## src/rtl/key_mix_serializer_if.sv

```systemverilog
// Handshake bundle between the expansion stage, the key mixer and the S-box stage.
// The slave side is the serializer; the master side is whatever drives it.
interface key_mix_serializer_if #(
  parameter int DATA_W  = 48,
  parameter int CHUNK_W = 6
);
  localparam int N_CHUNK = DATA_W / CHUNK_W;
  localparam int IDX_W   = (N_CHUNK > 1) ? $clog2(N_CHUNK) : 1;

  logic                in_valid;
  logic                in_ready;
  logic [DATA_W-1:0]   in_data;
  logic [DATA_W-1:0]   in_key;
  logic                out_valid;
  logic                out_ready;
  logic [CHUNK_W-1:0]  out_chunk;
  logic [IDX_W-1:0]    out_idx;
  logic                out_last;

  modport master (
    output in_valid, in_data, in_key, out_ready,
    input  in_ready, out_valid, out_chunk, out_idx, out_last
  );

  modport slave (
    input  in_valid, in_data, in_key, out_ready,
    output in_ready, out_valid, out_chunk, out_idx, out_last
  );
endinterface

```

## src/rtl/key_mix_serializer.sv

```systemverilog
// XORs an expanded half-block with its round subkey and streams the result
// MSB-first as S-box-sized chunks; a new block can load as the last chunk leaves.
module key_mix_serializer #(
  parameter int DATA_W  = 48,
  parameter int CHUNK_W = 6
) (
  input  logic                  clk,
  input  logic                  rst_n,
  key_mix_serializer_if.slave   io_bus
);
  localparam int N_CHUNK = DATA_W / CHUNK_W;
  localparam int IDX_W   = (N_CHUNK > 1) ? $clog2(N_CHUNK) : 1;
  localparam logic [IDX_W-1:0] LAST_IDX = IDX_W'(N_CHUNK - 1);

  typedef enum logic {
    ST_IDLE,
    ST_SEND
  } state_t;

  state_t              r_state;
  state_t              w_state_next;
  logic [IDX_W-1:0]    r_idx;
  logic [IDX_W-1:0]    w_idx_next;
  logic [DATA_W-1:0]   r_hold;
  logic [DATA_W-1:0]   w_hold_next;
  logic [DATA_W-1:0]   w_mixed;
  logic                w_in_ready;
  logic                w_out_valid;
  logic                w_at_last;

  // Per-S-box slice of the key mix; the hold register stores it MSB chunk first.
  for (genvar gi = 0; gi < N_CHUNK; gi++) begin : g_mix
    assign w_mixed[gi*CHUNK_W +: CHUNK_W] =
      io_bus.in_data[gi*CHUNK_W +: CHUNK_W] ^ io_bus.in_key[gi*CHUNK_W +: CHUNK_W];
  end

  assign w_at_last = (r_idx == LAST_IDX);

  always_comb begin
    w_state_next = r_state;
    w_idx_next   = r_idx;
    w_hold_next  = r_hold;
    w_in_ready   = 1'b0;
    w_out_valid  = 1'b0;
    case (r_state)
      ST_IDLE: begin
        w_in_ready = 1'b1;
        if (io_bus.in_valid) begin
          w_hold_next  = w_mixed;
          w_idx_next   = '0;
          w_state_next = ST_SEND;
        end
      end
      ST_SEND: begin
        w_out_valid = 1'b1;
        if (io_bus.out_ready) begin
          if (w_at_last) begin
            // Last chunk leaving frees the hold register this very cycle.
            w_in_ready = 1'b1;
            if (io_bus.in_valid) begin
              w_hold_next = w_mixed;
              w_idx_next  = '0;
            end else begin
              w_hold_next  = '0;
              w_idx_next   = '0;
              w_state_next = ST_IDLE;
            end
          end else begin
            w_idx_next  = r_idx + IDX_W'(1);
            w_hold_next = {r_hold[DATA_W-CHUNK_W-1:0], {CHUNK_W{1'b0}}};
          end
        end
      end
      default: w_state_next = ST_IDLE;
    endcase
  end

  always_ff @(posedge clk or negedge rst_n) begin
    if (!rst_n) begin
      r_state <= ST_IDLE;
      r_idx   <= '0;
      r_hold  <= '0;
    end else begin
      r_state <= w_state_next;
      r_idx   <= w_idx_next;
      r_hold  <= w_hold_next;
    end
  end

  assign io_bus.in_ready  = w_in_ready;
  assign io_bus.out_valid = w_out_valid;
  assign io_bus.out_chunk = r_hold[DATA_W-1 -: CHUNK_W];
  assign io_bus.out_idx   = r_idx;
  assign io_bus.out_last  = w_out_valid && w_at_last;
endmodule

```

## src/flat_wrapper.sv

```systemverilog
// flat-port wrapper written by rule: the top's interface ports become plain ports
module key_mix_serializer_flat 
#(
  parameter int DATA_W  = 48,
  parameter int CHUNK_W = 6
)
  (clk, rst_n, io_bus_in_valid, io_bus_in_data, io_bus_in_key, io_bus_out_ready, io_bus_in_ready, io_bus_out_valid, io_bus_out_chunk, io_bus_out_idx, io_bus_out_last);
  key_mix_serializer_if #(.DATA_W(DATA_W), .CHUNK_W(CHUNK_W)) io_bus_i ();
  input  logic clk;
  input  logic rst_n;
  input wire logic [$bits(io_bus_i.in_valid)-1:0] io_bus_in_valid;
  input wire logic [$bits(io_bus_i.in_data)-1:0] io_bus_in_data;
  input wire logic [$bits(io_bus_i.in_key)-1:0] io_bus_in_key;
  input wire logic [$bits(io_bus_i.out_ready)-1:0] io_bus_out_ready;
  output wire logic [$bits(io_bus_i.in_ready)-1:0] io_bus_in_ready;
  output wire logic [$bits(io_bus_i.out_valid)-1:0] io_bus_out_valid;
  output wire logic [$bits(io_bus_i.out_chunk)-1:0] io_bus_out_chunk;
  output wire logic [$bits(io_bus_i.out_idx)-1:0] io_bus_out_idx;
  output wire logic [$bits(io_bus_i.out_last)-1:0] io_bus_out_last;
  assign io_bus_i.in_valid = io_bus_in_valid;
  assign io_bus_i.in_data = io_bus_in_data;
  assign io_bus_i.in_key = io_bus_in_key;
  assign io_bus_i.out_ready = io_bus_out_ready;
  assign io_bus_in_ready = io_bus_i.in_ready;
  assign io_bus_out_valid = io_bus_i.out_valid;
  assign io_bus_out_chunk = io_bus_i.out_chunk;
  assign io_bus_out_idx = io_bus_i.out_idx;
  assign io_bus_out_last = io_bus_i.out_last;
  key_mix_serializer #(.DATA_W(DATA_W), .CHUNK_W(CHUNK_W)) u_core (.clk(clk), .rst_n(rst_n), .io_bus(io_bus_i));
endmodule
```

## config.mk

```make
export PLATFORM = sky130hd
export DESIGN_NAME = key_mix_serializer_flat
export DESIGN_NICKNAME = d
export VERILOG_FILES = /design/src/rtl/key_mix_serializer_if.sv /design/src/rtl/key_mix_serializer.sv /design/src/flat_wrapper.sv
export SDC_FILE = /design/constraint.sdc
export NUM_CORES = 1
export LEC_CHECK = 0
export CORE_ASPECT_RATIO = 1.75
export CORE_MARGIN = 2
export CORE_UTILIZATION = 45
export DETAILED_ROUTE_END_ITERATION = 16
export GPL_TIMING_DRIVEN = 1
export PLACE_DENSITY = 0.77
export SLEW_MARGIN = 40
export SYNTH_ARGS = -nofsm -noshare
export SYNTH_HDL_FRONTEND = slang
export SYNTH_SLANG_ARGS = --single-unit
```

## constraint.sdc

```tcl
create_clock -name clk -period 1.9 [get_ports clk]
set_input_delay 0.38 -clock clk [delete_from_list [all_inputs] [get_ports clk]]
set_output_delay 0.38 -clock clk [all_outputs]
set_load 0.03 [all_outputs]
```

# After elaboration in Yosys (flattened, before gate mapping)
# Cells that the tools add are included.
[totals]
mem_count = 0
latch_bits = 0
out_inout_bits = 12
in_bits = 100
register_bits = 52
ram_bits = 0
rom_bits = 0
[op_classes]
div = 0
bitwise = 9
n_addsub = 1
reduce_logical = 2
n_shift = 0
order_cmp = 0
n_mul = 0
mux = 17
eq_ne = 3
[op_table]
columns = ["cell", "count"]
rows = [
  ["48-bit 2-to-1 mux", 4],
  ["48-bit case mux with 2 select lines", 1],
  ["6-bit bitwise XOR", 8],
  ["3-bit 2-to-1 mux", 3],
  ["1-bit 2-to-1 mux", 6],
  ["3-bit case mux with 2 select lines", 1],
  ["2-bit != test (second input constant)", 2],
  ["1-bit case mux with 2 select lines", 2],
  ["3-bit by 1-bit adder with 3-bit output (second input constant)", 1],
  ["3-bit equality test (second input constant)", 1],
  ["2-bit AND reduction", 1],
  ["1-bit logical AND", 1],
  ["1-bit NOT", 1],
]

# Logic depth before layout (Yosys ltp)
# Gate-level depths: netlist (run 1).
[depth]
word_depth = 5
depth_mapped = 7
depth_no_buf = 5

# Worst setup path after synthesis (run 1)
# Ideal clock, no wire load.
[synth_path]
path_kind = "reg2reg"
start = "reg u_core.r_idx[0] (netlist: u_core.io_bus.out_idx[0])"
end = "reg u_core.r_hold[11]"
slack_ps = 52
arrival_ps = 1724
stages_incl_launch_ff = 8
t_required_ps = 1776
path_buffers = 2
cell_sequence = "dfrtp_1 ha_1 ha_1 a21bo_1 buf_6 buf_6 a221oi_2 nor2_1"
[synth_between]
elab_chain_len = 4
[synth_rtl]
columns = ["item", "line", "source"]
rows = [
  ["from (decl)", "key_mix_serializer.sv:22", "logic [IDX_W-1:0] r_idx;"],
  ["from (signal assigned)", "key_mix_serializer.sv:85", "r_idx <= w_idx_next;"],
  ["3-bit equality test", "key_mix_serializer.sv:37", "assign w_at_last = (r_idx == LAST_IDX);"],
  ["48-bit 2-to-1 mux", "key_mix_serializer.sv:57", "if (w_at_last) begin"],
  ["48-bit 2-to-1 mux", "key_mix_serializer.sv:56", "if (io_bus.out_ready) begin"],
  ["48-bit case mux with 2 select lines", "key_mix_serializer.sv:45", "case (r_state)"],
  ["to (signal assigned)", "key_mix_serializer.sv:86", "r_hold <= w_hold_next;"],
  ["to (decl)", "key_mix_serializer.sv:24", "logic [DATA_W-1:0] r_hold;"],
]
# Every way passes these cells. The select of a mux whose other input is x is not followed.
# A chain may end at the register's enable or synchronous reset.

# Final worst setup path (run 1)
[layout_path]
start = "reg u_core.r_state"
end = "out io_bus_out_valid"
[layout_between]
elab_chain_len = 1
[layout_rtl]
columns = ["item", "line", "source"]
rows = [
  ["from (decl)", "key_mix_serializer.sv:20", "state_t r_state;"],
  ["from (signal assigned)", "key_mix_serializer.sv:84", "r_state <= w_state_next;"],
  ["1-bit 2-to-1 mux", "key_mix_serializer.sv:45", ""],
  ["to (decl)", "flat_wrapper.sv:16", "output wire logic [$bits(io_bus_i.out_valid)-1:0] io_bus_out_valid;"],
]
# Every way passes these cells.

==> impl_metrics.ini, run 1 <==
[logic_synthesis]
ys_seq_area_share_pct = 42.2
synth_nets = 389
synth_top_cells_by_area = dfrtp_1 42%, a221oi_2 19%, xor2_1 12%
synth_cell_types = 21
synth.cell_area_um2 = 3090
yosysWarnings = 0
yosys.area.top_type = dfrtp_1
syn_avg_cell_area_um2 = 10.8
synth_cells = 286
synth_seq_cells = 52
synth.top_cell.area_share_pct = 42.2

[critical_path]
crit_chain = clkdlybuf4s50_1
critPathTopFamily = buffers and inverters
ff2ff_path_depth = 6
worst_ep_required_time_ns = 1.52
crit_path_end_kind = output port
cp_max_fo = 5
slowest_delay_ns = 0.71
worst_path_max_delay_cell = clkdlybuf4s50_1
r2r-end = u_core.r_hold[12]$_DFFE_PN0P_
cp.arrival_ns = 1.46
cp_num_buf_inv = 1
reg2reg_slack_ns = 0.09
crit_type = flip-flop to output port
cp-start-kind = flip-flop
reg2reg_from = u_core.io_bus.out_idx[0]$_DFFE_PN0P_

[power_and_ir_drop]
pwr-share-seq_pct = 37.0
power_uw = 5200
p_int_uw = 3270
switchingPower_uw = 1930
swShare_pct = 37.1
p_leak_uw = 0.00178
power_frac_comb_pct = 45.5
p_per_area_nw_per_um2 = 1180
vdd_drop_max_uv = 563
power_frac_clock_pct = 17.5

[drt]
drt_first_iter_violations = 151
ant_nets = 0
wl_mm = 7.09
firstDrtPassIters = 4
drc_errors = 0
post_drt_wl_per_cell_um = 15.0
vias = 2434
avgViaCountPerCell = 5.16

[floorplanning]
start_util_pct = 45.7
die_x_um = 66.6
die_h_um = 114
num_rows = 40
io_pins = 112
core-area_um2 = 6760
dieArea_um2 = 7560

[layout]
area_growth_pct = 43.0
fillers = 571
drive_gt1_share_pct = 17.8
design_area_um2 = 4410
diodes = 0
multiInputGateArea_um2 = 1610
fin_cells = 472
seq_area_um2 = 1300
fin_nets = 490

[timing]
setup_viol = 0
max_slew_margin_pct = 63.5
post-route-period-util_pct = 97.0
drv_slew = 0
fin_hold_ws_ns = 0.0706
period_minus_slack_ns = 1.84
rsz0062_at_grt = no
finClkSkew_ns = 0.00292
worst-slew-pin-transition_ns = 0.547
hold_viol = 0
max_freq_mhz = 543
setup_tns_ns = 0

[job]
maxCapViolCount = 0

[grt]
grtUsageMet1_pct = 23.2
grt_util_met2_pct = 36.0
busiest_layer = met2
grt_max_degree = 43
grt_pass1_vias = 2533
antenna_found_initial = 0
grt_util_met3_pct = 2.76
grt_use_total_pct = 19.7
grt_pass1_wl_mm = 11.5
overflow = 0

[clocking]
clkLatencyLatePin_ns = 0.29
numClockSinks = 52
numCtsBuffers = 5
path_clk_slew_ns = 0.07
cts_root_buf = clkbuf_16
clockBufferDepth = 2
htreeDepth = 2
cts_tree = done

[run_status]
status = completed

[placed_design]
dp.cells = 464
place_area_um2 = 4260
globalplace.congestion = 0.770
post-dp-hpwl_mm = 5.25
portBuffers = 111

[worst_hold_path]
min_path_type = input port to asynchronous set/reset pin
layout make-up:
type	count	share of cell area, %
clock inverters	1	0.170
repair buffers	121	28.4
well taps	84	2.38
clock buffers	7	3.23
multi-input cells	207	36.4
flip-flops and latches	52	29.5
cell usage in the layout, fill, tap and decap left out, types with 2 or more instances in the layout:
| cell | n |
|---|---|
| a21bo_2 | 2 |
| a221oi_1 | 2 |
| a221oi_2 | 40 |
| a22o_1 | 3 |
| buf_12 | 6 |
| buf_4 | 6 |
| clkbuf_16 | 5 |
| clkdlybuf4s50_1 | 108 |
| dfrtp_1 | 52 |
| ha_1 | 2 |
| mux2_2 | 4 |
| nand2_1 | 9 |
| nor2_1 | 86 |
| o21ai_0 | 6 |
| xnor2_1 | 6 |
| xor2_1 | 42 |
stage by stage:
step           worst slack (ns)  utilization (%)
2_1_floorplan            0.0518                -
3_3_place_gp              0.108             63.1
3_5_place_dp             0.0877             63.1
4_1_cts                  0.0229             65.3
5_1_grt                 0.00924             65.3
6_report                 0.0578             65.3
synth_stat cells:
master and count:
a21bo_1 1, a21bo_2 1, a221oi_1 2, a221oi_2 40, a22o_1 3, and2_1 1, buf_2 6, buf_4 13
buf_6 6, clkbuf_1 2, dfrtp_1 52, ha_1 3, mux2_2 4, mux2i_1 1, nand2_1 9, nand2b_1 1
nor2_1 86, nor2b_1 1, o21ai_0 6, xnor2_1 6, xor2_1 42
sequential cells by signal, summed over array words and instances (netlist names):
name                   flops
u_core.r_state             1
u_core.io_bus.out_idx      3
u_core.r_hold             48
worst max path at each step:
| stage | slack, ns | depth (start not counted) | startpoint | endpoint |
|---|---|---|---|---|
| 2_1_floorplan | 0.05 | 7 | u_core.io_bus.out_idx[0]$_DFFE_PN0P_ | u_core.r_hold[11]$_DFFE_PN0P_ |
| 3_3_place_gp | 0.11 | 6 | u_core.io_bus.out_idx[0]$_DFFE_PN0P_ | u_core.r_hold[12]$_DFFE_PN0P_ |
| 3_5_place_dp | 0.09 | 5 | io_bus_out_ready | u_core.r_hold[29]$_DFFE_PN0P_ |
| 4_1_cts | 0.02 | 1 | u_core.r_state$_DFF_PN0_ | io_bus_out_valid |
| 5_1_grt | 0.009 | 1 | u_core.r_state$_DFF_PN0_ | io_bus_out_valid |
| 6_report | 0.06 | 1 | u_core.r_state$_DFF_PN0_ | io_bus_out_valid |
repair_timing:
| item | 4_1_cts | 5_1_grt |
|---|---|---|
| setup buffers | 0 | 0 |
| endpoints found under the setup margin | 0 | 3 |
| resized for setup | 0 | 1 |
| hold buffers | 0 | 0 |
kinds of logic (layout without fill, tap and decap cells):
logic type	Yosys count	after routing	synth area share, %
AOI/OAI and AO/OA	53	53	22.5
xor gates and xnor gates	48	48	13.6
adders and majority gates	3	3	1.22
buffers and inverters	27	129	6.57
DFF	52	52	42.2
muxes	5	5	1.78
and+or+nand+nor	98	98	12.2
per-layer routing:
| layer | wire length (um) | share of wire (%) |
|---|---|---|
| met2 | 4040 | 57 |
| met3 | 283 | 4.0 |
| met5 | 0 | 0 |
| met1 | 2640 | 37 |
| met4 | 116 | 1.6 |
power by group through the flow:
stage | combinational [uW] | sequential [uW] | clock [uW]
after floorplan | 1670 | 1920 | 0
after global placement | 2320 | 1920 | 0
after detailed placement | 2370 | 1940 | 0
after CTS | 2390 | 1920 | 921
after global routing | 2570 | 1970 | 968
final | 2360 | 1930 | 911
(Power assumes the default switching activity.)
==> run 2, diff against run 1 <==
--- a/config.mk
+++ b/config.mk
@@ -5,9 +5,11 @@
 export SDC_FILE = /design/constraint.sdc
 export NUM_CORES = 1
 export LEC_CHECK = 0
+export CELL_PAD_IN_SITES_DETAIL_PLACEMENT = 0
+export CELL_PAD_IN_SITES_GLOBAL_PLACEMENT = 1
 export CORE_ASPECT_RATIO = 1.75
 export CORE_MARGIN = 2
-export CORE_UTILIZATION = 45
+export CORE_UTILIZATION = 34
 export DETAILED_ROUTE_END_ITERATION = 16
 export GPL_TIMING_DRIVEN = 1
 export PLACE_DENSITY = 0.77
==> impl_metrics.ini, run 2 (synthesis results as in run 1) <==
[critical_path]
reg2reg_slack_ns = 0.20
startpoint = u_core.io_bus.out_idx[1]$_DFFE_PN0P_
cp.arrival_ns = 1.44
critPathTopFamily = flip-flops
r2r-end = u_core.r_hold[12]$_DFFE_PN0P_
ff2ff_path_depth = 6
reg2reg_from = u_core.io_bus.out_idx[1]$_DFFE_PN0P_
cp-start-kind = flip-flop
slowest_delay_ns = 0.39
worst_path_max_delay_cell = dfrtp_1
crit_path_end = io_bus_in_ready
crit_path_end_kind = output port
cp_max_fo = 3
worst_ep_required_time_ns = 1.52
crit_top_cell = ha_2
cp_num_buf_inv = 2
crit_type = flip-flop to output port
path_depth = 6
crit_chain = ha_2 > ha_2 > buf_4 > nand2_1 > nand2_2 > buf_6

[clocking]
clkLatencyLatePin_ns = 0.29
htreeDepth = 2
cts_tree = done
numCtsBuffers = 5
clockBufferDepth = 2
path_clk_slew_ns = 0.06
numClockSinks = 52
cts_root_buf = clkbuf_16

[worst_hold_path]
min_path_type = input port to asynchronous set/reset pin

[grt]
overflow = 0
grtUsageMet1_pct = 17.6
antenna_found_initial = 0
grt_pass1_wl_mm = 12.4
grt_util_met3_pct = 2.84
grt_use_total_pct = 15.6
grt_pass1_vias = 2584
grt_max_degree = 53
busiest_layer = met2
grt_util_met2_pct = 30.0

[layout]
fin_nets = 494
drive_gt1_share_pct = 19.2
fillers = 837
final_common_cell = clkdlybuf4s50_1
final_cell_mix = 107 x clkdlybuf4s50_1, 86 x nor2_1, 52 x dfrtp_1
seq_area_um2 = 1300
multiInputGateArea_um2 = 1610
diodes = 0
area_growth_pct = 45.4
design_area_um2 = 4490
fin_cells = 511
post-route-util_pct = 50.3
largest_reg_flops = 48
top_register = u_core.r_hold

[floorplanning]
core-area_um2 = 8920
num_rows = 46
dieArea_um2 = 9890
die_h_um = 130
start_util_pct = 34.6
io_pins = 112
die_x_um = 76.0

[drt]
vias = 2393
avgViaCountPerCell = 4.68
drc_errors = 0
firstDrtPassIters = 4
post_drt_wl_per_cell_um = 14.6
ant_nets = 0
wl_mm = 7.46
drt_first_iter_violations = 193

[timing]
finClkSkew_ns = 0.00619
max_slew_margin_pct = 78.0
post-route-period-util_pct = 96.0
period_minus_slack_ns = 1.82
setup_viol = 0
worst-slew-pin-transition_ns = 0.328
setup_tns_ns = 0
hold_viol = 0
drv_slew = 0
max_freq_mhz = 548
rsz0062_at_grt = no

[run_status]
status = completed

[placed_design]
portBuffers = 111
globalplace.congestion = 0.700
place_area_um2 = 4310
dp.cells = 501
post-dp-hpwl_mm = 5.41

[power_and_ir_drop]
power_uw = 5210
p_leak_uw = 0.00180
vdd_drop_max_uv = 500
p_per_area_nw_per_um2 = 1160

[job]
maxCapViolCount = 0
-- run 2: cell types whose count changed in the layout (fill, tap and decap cells not counted), sizes merged --
| cell | change |
|---|---|
| clkdlybuf4s50 | -1 |
| buf | +4 |
| clkinvlp | -1 |
| clkinv | +1 |
| clkbuf | -1 |
| dlymetal6s2s | +1 |
-- run 2: worst min-delay path by stage --
stage	to	start	depth (start not counted)
floorplan	u_core.io_bus.out_idx[0]$_DFFE_PN0P_	rst_n	0
global placement	u_core.r_hold[44]$_DFFE_PN0P_	rst_n	2
detailed placement	u_core.r_hold[44]$_DFFE_PN0P_	rst_n	2
CTS	u_core.r_hold[44]$_DFFE_PN0P_	rst_n	2
global route	u_core.r_hold[44]$_DFFE_PN0P_	rst_n	2
finish	u_core.r_hold[44]$_DFFE_PN0P_	rst_n	2
-- run 2: layer usage --
layer,wire length (um),up-vias
met4,83,0
li1,-,1199
met2,4220,66
met3,304,4
met5,0,-
met1,2860,1124
-- run 2: report_power, final --
part	leakage, uW	internal [uW]	switching (uW)	total, uW
clock	0.0000667	480	377	857
sequential	0.000599	1570	344	1910
combinational	0.00113	1230	1210	2440
total	0.00180	3280	1930	5210
-- run 2: timing repair --
item / CTS / global route
gates resized for setup: 2 / 5
setup buffers: 1 / 2
endpoints found under the setup margin: 2 / 3
hold buffers: 0 / 0
endpoints found under the hold margin: 0 / 0
pin swaps: 0 / 2
-- run 2: layout make-up --
type | count | area share, %
multi-input cells | 207 | 35.9
flip-flops and latches | 52 | 29.0
repair buffers | 125 | 28.8
well taps | 120 | 3.34
clock buffers | 6 | 2.87
clock inverters | 1 | 0.111
-- run 2: metrics by stage --
stage                     setup WS [ns]  hold WS (ns)
after global routing            0.00389        0.0884
after global placement           0.0972         0.395
after detailed placement         0.0802         0.398
after floorplan                  0.0518        0.0844
after CTS                       0.00272        0.0904
final                            0.0756        0.0674
==> run 3, diff against run 2 <==
--- a/config.mk
+++ b/config.mk
@@ -12,6 +12,7 @@
 export CORE_UTILIZATION = 34
 export DETAILED_ROUTE_END_ITERATION = 16
 export GPL_TIMING_DRIVEN = 1
+export MAX_ROUTING_LAYER = met4
 export PLACE_DENSITY = 0.77
 export SLEW_MARGIN = 40
 export SYNTH_ARGS = -nofsm -noshare
==> impl_metrics.ini, run 3 (synthesis results as in run 1) <==
[run_status]
status = completed

[clocking]
cts_root_buf = clkbuf_16
numClockSinks = 52
clockBufferDepth = 2
htreeDepth = 2
clkLatencyLatePin_ns = 0.29
numCtsBuffers = 5
cts_tree = done
path_clk_slew_ns = 0.06
cts_hold_buffers = 0

[critical_path]
crit_chain = ha_2 > ha_2 > buf_4 > nand2_1 > nand2_2 > buf_6
cp_num_buf_inv = 2
worst_path_max_delay_cell = dfrtp_1
path_depth = 6
crit_type = flip-flop to output port
critPathTopFamily = flip-flops
ff2ff_path_depth = 6
crit_top_cell = ha_2
slowest_delay_ns = 0.39
cp.arrival_ns = 1.44
cp-start-kind = flip-flop
cp_max_fo = 3
worst_ep_required_time_ns = 1.52
crit_path_end_kind = output port

[grt]
grt_pass1_wl_mm = 12.4
grt_max_degree = 53
grt_pass1_vias = 2574
antenna_found_initial = 0
overflow = 0
grt_use_total_pct = 16.1

[floorplanning]
dieArea_um2 = 9890
start_util_pct = 34.6
die_h_um = 130
core-area_um2 = 8920
die_x_um = 76.0
num_rows = 46
io_pins = 112

[layout]
diodes = 0
post-route-util_pct = 50.3
top_register = u_core.r_hold
final_cell_mix = 107 x clkdlybuf4s50_1, 86 x nor2_1, 52 x dfrtp_1
area_growth_pct = 45.4
multiInputGateArea_um2 = 1610
final_common_cell = clkdlybuf4s50_1
drive_gt1_share_pct = 19.2
fillers = 837
largest_reg_flops = 48
fin_nets = 494
seq_area_um2 = 1300

[power_and_ir_drop]
p_per_area_nw_per_um2 = 1160
p_leak_uw = 0.00180
power_uw = 5210
vdd_drop_max_uv = 498

[drt]
wl_mm = 7.46
drc_errors = 0
firstDrtPassIters = 4
ant_nets = 0
post_drt_wl_per_cell_um = 14.6
avgViaCountPerCell = 4.71
vias = 2409
drt_first_iter_violations = 175

[timing]
worst-slew-pin-transition_ns = 0.328
drv_slew = 0
setup_tns_ns = 0
post-route-period-util_pct = 95.9
setup_viol = 0
finClkSkew_ns = 0.00726
rsz0062_at_grt = no
hold_viol = 0
max_slew_margin_pct = 78.0
period_minus_slack_ns = 1.82
max_freq_mhz = 549

[job]
maxCapViolCount = 0

[placed_design]
globalplace.congestion = 0.707
post-dp-hpwl_mm = 5.41
portBuffers = 111

[worst_hold_path]
min_path_type = input port to asynchronous set/reset pin
[run 3: cell counts in the layout (fill, tap and decap cells not counted)]
No cell type changed its count.
[run 3: metal layers]
layer,vias to the layer above,global-route usage (%),share of wire (%)
li1,1200,-,-
met1,1139,17.6,39
met2,65,30.2,56
met3,5,2.77,4.1
met4,0,4.17,1.1
met5,-,-,0
[run 3: power breakdown]
part | total (uW) | switching [uW] | internal [uW]
clock | 855 | 375 | 480
combinational | 2440 | 1220 | 1230
sequential | 1920 | 344 | 1570
[run 3: worst paths after layout]
| kind | startpoint | endpoint | slack (ns) |
|---|---|---|---|
| setup / recovery | u_core.io_bus.out_idx[1]$_DFFE_PN0P_ | io_bus_in_ready | 0.08 |
| hold / removal | rst_n | u_core.r_hold[44]$_DFFE_PN0P_ | 0.07 |
| setup reg to reg | u_core.io_bus.out_idx[1]$_DFFE_PN0P_ | u_core.r_hold[12]$_DFFE_PN0P_ | 0.21 |
| hold reg to reg | u_core.r_hold[4]$_DFFE_PN0P_ | u_core.r_hold[4]$_DFFE_PN0P_ | 0.49 |
| max in group asynchronous | rst_n | u_core.r_state$_DFF_PN0_ | 1.57 |
| min in group clk | u_core.r_hold[4]$_DFFE_PN0P_ | u_core.r_hold[4]$_DFFE_PN0P_ | 0.49 |
[run 3: per-stage QoR]
step                std cells  worst slack (ns)  hold WS, ns  area, um2
floorplan                 286            0.0518       0.0844       3090
global placement          501            0.0972        0.395       4310
detailed placement        501            0.0802        0.398       4310
CTS                       509           0.00272       0.0904       4460
global route              511           0.00393       0.0874       4490
finish                    511            0.0778       0.0675       4490
[run 3: final cells by class]
cell class	instances	share of cell area [%]
multi-input combinational	207	35.9
sequential	52	29.0
timing repair buffer	125	28.8
tap	120	3.34
clock buffer	6	2.87
clock inverter	1	0.111
[run 3: timing repair]
action                     CTS  global route
gates resized for setup      2             5
buffers inserted             1             2
setup endpoints to repair    2             3
pin swaps                    0             2
